File: config.mk
export PLATFORM = sky130hd
export DESIGN_NAME = arb_out_queue
export DESIGN_NICKNAME = d
export VERILOG_FILES = /design/src/rtl/arb_out_queue.sv
export SDC_FILE = /design/constraint.sdc
export NUM_CORES = 1
export LEC_CHECK = 0
export CORE_MARGIN = 10
export CORE_UTILIZATION = 35
export DETAILED_ROUTE_END_ITERATION = 10
export SLEW_MARGIN = 20
export SYNTH_ARGS = -nofsm -noshare
export SYNTH_HDL_FRONTEND = slang
export SYNTH_SLANG_ARGS = --single-unit
File: constraint.sdc
create_clock -name clk -period 3.85 [get_ports clk]
set_clock_uncertainty 0.1 [all_clocks]
set_input_delay 0.5775 -clock clk [delete_from_list [all_inputs] [get_ports clk]]
set_output_delay 0.5775 -clock clk [all_outputs]
set_load 0.01 [all_outputs]
File: src/rtl/arb_out_queue.sv
// Output queue behind the 4-input round-robin arbiter: stores granted beats with their
// grant tag and replays them in order, isolating consumer backpressure from the arbiter.
module arb_out_queue #(
  parameter int unsigned DEPTH = 4,
  parameter int unsigned WIDTH = 8,
  parameter int unsigned TAG_W = 2
) (
  input  logic                       clk,
  input  logic                       reset,
  input  logic                       io_enq_valid,
  output logic                       io_enq_ready,
  input  logic [WIDTH-1:0]           io_enq_bits,
  input  logic [TAG_W-1:0]           io_enq_chosen,
  output logic                       io_deq_valid,
  input  logic                       io_deq_ready,
  output logic [WIDTH-1:0]           io_deq_bits,
  output logic [TAG_W-1:0]           io_deq_chosen,
  output logic [$clog2(DEPTH):0]     io_count
);

  localparam int unsigned PTR_W   = $clog2(DEPTH);
  localparam int unsigned CNT_W   = PTR_W + 1;
  localparam int unsigned ENTRY_W = TAG_W + WIDTH;

  typedef struct packed {
    logic [TAG_W-1:0] chosen;
    logic [WIDTH-1:0] bits;
  } entry_t;

  entry_t           mem [DEPTH];
  logic [PTR_W-1:0] enq_ptr;
  logic [PTR_W-1:0] deq_ptr;
  logic             maybe_full;

  logic             ptr_match;
  logic             empty;
  logic             full;
  logic             do_enq;
  logic             do_deq;
  logic [PTR_W-1:0] ptr_diff;
  entry_t           head;

  // Occupancy flags derive purely from state, so enq_ready never depends on deq_ready.
  always_comb begin
    ptr_match = (enq_ptr == deq_ptr);
    empty     = ptr_match & ~maybe_full;
    full      = ptr_match & maybe_full;
    do_enq    = io_enq_valid & ~full;
    do_deq    = io_deq_ready & ~empty;
    ptr_diff  = enq_ptr - deq_ptr;
    head      = mem[deq_ptr];
  end

  // Pointer, full-disambiguation flag and storage update.
  always_ff @(posedge clk or negedge reset) begin
    if (!reset) begin
      enq_ptr    <= '0;
      deq_ptr    <= '0;
      maybe_full <= 1'b0;
      mem        <= '{default: '0};
    end else begin
      if (do_enq) begin
        mem[enq_ptr] <= entry_t'(ENTRY_W'({io_enq_chosen, io_enq_bits}));
        enq_ptr      <= enq_ptr + PTR_W'(1);
      end
      if (do_deq) begin
        deq_ptr <= deq_ptr + PTR_W'(1);
      end
      if (do_enq != do_deq) begin
        maybe_full <= do_enq;
      end
    end
  end

  always_comb begin
    io_enq_ready  = ~full;
    io_deq_valid  = ~empty;
    io_deq_bits   = head.bits;
    io_deq_chosen = head.chosen;
    io_count      = full ? CNT_W'(DEPTH) : CNT_W'(ptr_diff);
  end

endmodule

* Word level (Yosys, flattened, before mapping)
Cells that the tools add are included.
Operators by class: add/subtract/negate cells 3, order comparisons 3, mux-type cells 7, eq/ne operators 2, bitwise operators 9, reduce and logical (&&, ||, !) cells 1
Operator list (number):
- $bwmux W40 | 1
- $mux W10 | 3
- $bmux W10 S2 | 1
- $demux W10 S2 | 1
- $ge A3 B3 Y1 const B | 2
- $not A2 Y3 | 2
- $add A2 B1 Y2 const B | 2
- $and A1 B1 Y1 | 4
- $lt A3 B1 Y1 const B | 1
- $mux W3 | 1
- $not A1 Y1 | 3
- $eq A2 B2 Y1 | 1
- $sub A2 B2 Y2 | 1
- $logic_and A1 B1 Y1 | 1
- $ne A1 B1 Y1 | 1
Storage, ports and cells: output and inout bits 15, input bits 14, word-level logic and storage cells 36, register bits after elaboration 45

* Logic depth before layout (Yosys ltp)
depth after elaboration 6, gate-level depth with buffers 7, gate-level depth less buffers 5

* Least setup slack after synthesis
Ideal clock, no wire load.
path type register to output, start point reg deq_ptr[0], end point out io_count[2], setup slack 1735 ps, path buffers 2, data required time 3172 ps, arrival 1438 ps, cell stages (with the launch flop) 7, cell sequence dfrtp_1 -> ha_1 -> and2_1 -> buf_2 -> nand2_1 -> inv_1 -> buf_4
On the way: word-level cells in the longest chain between the ends 3
RTL lines:
- start: declaration | line 32 | logic [PTR_W-1:0] deq_ptr;
- start signal: assignment | line 67 | deq_ptr <= deq_ptr + PTR_W'(1);
- $eq A2 B2 Y1 | line 45 | ptr_match = (enq_ptr == deq_ptr);
- $and A1 B1 Y1 | line 47 | full = ptr_match & maybe_full;
- named net full | line 37 | logic full;
- $mux W3 | line 80 | io_count = full ? CNT_W'(DEPTH) : CNT_W'(ptr_diff);
- end: declaration | line 18 | output logic [$clog2(DEPTH):0] io_count
The timed path passes the listed nets, and every way through them passes these cells.

* Final worst setup path
start point reg deq_ptr[1], end point out io_count[1]
On the way: word-level cells in the longest chain between the ends 3, elaborated cells between the ends (all ways) 4, those cells by class add/sub (1); eq/ne (1); mux (1); bitwise (1)
RTL lines (line):
- $eq A2 B2 Y1 | 45
- $and A1 B1 Y1 | 47
- $mux W3 * | 80
Mark *: on every way between the ends. The rest lies on a longest branch, timed or not.

==> impl_metrics.yaml <==
route:
  highest_layer: "met4"
  drc: 0
  postRouteAntennaNets: 0
  first_pass_iters: 4
  detail_route.wl_per_cell_microns: 19.2
  met2_length_microns: 2340
  drt-met1-wl_microns: 2090
  route.vias.total: 1312
  vias_per_cell: 5.25
  wl_microns: 4800
  drtIter0Drc: 60
  wl_met3_microns: 308
sta:
  max_slew_margin: 0.455
  tightest_slew_ps: 817
  finalHoldViolations: 0
  max_freq_ghz: 0.332
  fin_ws_ps: 839
  period_needed_ps: 3010
  tns_ps: 0
  final.period_utilization: 0.782
  report.final.slew_viol_count: 0
  rsz0062_at_grt: "no"
  setup_viol: 0
grt:
  grt_max_degree: 46
  first_global_vias: 1518
  antenna_found_initial: 0
  grt_first_pass_wirelength_microns: 7890
  overflow: 0
  grt_use_total: 0.101
power:
  total_power_uw: 2580
  switching_share: 0.347
  leakagePower_uw: 0.00110
  p_seq_frac: 0.347
  netSwitchingPower_uw: 895
  pwr-share-clk: 0.128
  power-per-cell-area_mw_per_mm2: 972
  pwr-share-comb: 0.525
  max-vdd-ir-drop_uv: 395
  power.internal_uw: 1690
yosys:
  avgSynthCellArea_sq_um: 15.4
  synthCells: 144
  ys_warn_count: 0
  synth_seq_cells: 45
  syn_area_sq_mm: 0.00221
  ys_seq_area_frac: 0.509
  synth_nets: 163
  synth_cell_type_count: 24
cts:
  ctsResizeCount: 0
  clock_path_buffers: 2
  cts_root_buf: "clkbuf_8"
  clkLatencyLatePin_ps: 300
  postCtsSetupRepairBufs: 0
  cts_made_buffers: 5
  clock-sinks: 45
  clk_pin_slew_ps: 90
  hold_buffers: 0
  tritoncts: "yes"
  cts_htree_levels: 2
layout:
  stdcell_count: 250
  layout_commonest_cell: "dfrtp_1"
  nNetsFinal: 193
  mostFrequentLayoutCells: "45 x dfrtp_1, 27 x mux2_2, 27 x clkdlybuf4s50_1, 13 x mux2_4, 10 x mux4_2"
  antennaDiodeCount: 0
  area_growth_pct: 20.1
  drive_gt1_frac: 0.377
  final_core_util: 0.441
floorplanning:
  row_count: 28
  fp.dieArea_sq_mm: 0.00991
  die_y_microns: 99.5
  die_w_microns: 99.5
  core_area_sq_mm: 0.00603
  ios: 29
  initial_core_util: 0.367
outcome:
  outcome: "finished, final reports clean"
placed_design:
  portBuffers: 28
  dp_hpwl_microns: 3320
  gp_congestion: 0.702
  placed_cells: 242
  post-place-ws_ps: 1140
worst_setup_path:
  worstSetupPathType: "flop to output port"
  cp_max_fo: 15
  critPathRequiredTime_ps: 3170
  cp_data_arrival_time_ps: 2330
  start_kind: "flop"
  end_kind: "output port"
hold_path:
  hold_class: "primary input to async pin"
run:
  cap_violations: 0
## stage by stage
step / hold WS [ps] / area, sq um
floorplan: 182 / 2210
finish: 160 / 2660
global route: 191 / 2660
CTS: 365 / 2660
detailed placement: 392 / 2550
global placement: 383 / 2550
## cells by family after synthesis
kind of cell,count (synthesis),synth area share
buf+inv,12,0.0283
simple gates,13,0.0260
mux,50,0.327
compound gates,15,0.0571
xor+xnor,4,0.0243
flops,45,0.509
fa+ha+maj,5,0.0283
## worst max-delay path, cell delays in order (launching register included)
cell             delay, ps
dfrtp_1                690
xnor2_4                540
nand3_1                120
o21ai_0                100
clkdlybuf4s50_1        570
## metal layers
layer | global-route usage | vias up
met5 | 0 | -
met3 | 0.0464 | 7
met4 | 0.0342 | 0
met2 | 0.163 | 35
li1 | - | 583
met1 | 0.116 | 687
## sequential cells by signal (all words and copies together), names as in the netlist
signal	count
deq_ptr	2
mem	40
maybe_full	1
enq_ptr	2
## cell usage after synthesis
cell	n	share of area
a21oi_1	6	0.014
a21oi_4	4	0.029
a31oi_1	1	0.0028
a41oi_1	1	0.0040
and2_1	1	0.0028
buf_2	2	0.0045
buf_4	2	0.0068
buf_6	1	0.0051
clkbuf_1	1	0.0017
dfrtp_1	45	0.51
ha_1	5	0.028
inv_1	6	0.010
mux2_2	27	0.14
mux2_4	13	0.088
mux4_2	10	0.10
nand2_1	9	0.015
nand3_1	1	0.0023
nor2b_1	1	0.0028
o21ai_0	2	0.0045
o22ai_1	1	0.0028
or2_2	1	0.0028
xnor2_1	1	0.0040
xnor2_4	1	0.012
xor2_1	2	0.0079
## cell type report
| type | instances | area, sq um |
|---|---|---|
| fill | 552 | 3370 |
| sequential | 45 | 1130 |
| multi-input combinational | 87 | 1020 |
| timing repair buffer | 29 | 285 |
| clock buffer | 7 | 96.3 |
| tap | 75 | 93.8 |
| inverter | 6 | 22.5 |
| clock inverter | 1 | 8.76 |
## worst paths after layout
kind,start,to,slack (ps),cells past startpoint
max,deq_ptr[1]$_DFFE_PN0P_,io_count[1],840,4
min,reset,mem[34]$_DFFE_PN0P_,160,1
max reg2reg,deq_ptr[1]$_DFFE_PN0P_,mem[26]$_DFFE_PN0P_,1530,3
min reg2reg,mem[10]$_DFFE_PN0P_,mem[10]$_DFFE_PN0P_,410,1
max in group asynchronous,reset,enq_ptr[1]$_DFFE_PN0P_,3090,1
min in group clk,mem[10]$_DFFE_PN0P_,mem[10]$_DFFE_PN0P_,410,1
## power by group through the flow
stage               registers [uW]  clock network (uW)  logic (uW)
floorplan                      815                   0         962
global placement               880                   0        1330
detailed placement             906                   0        1380
CTS                            899                 342        1390
global route                   932                 364        1470
finish                         896                 330        1360
No activity file was read; power rests on OpenSTA's default activity.
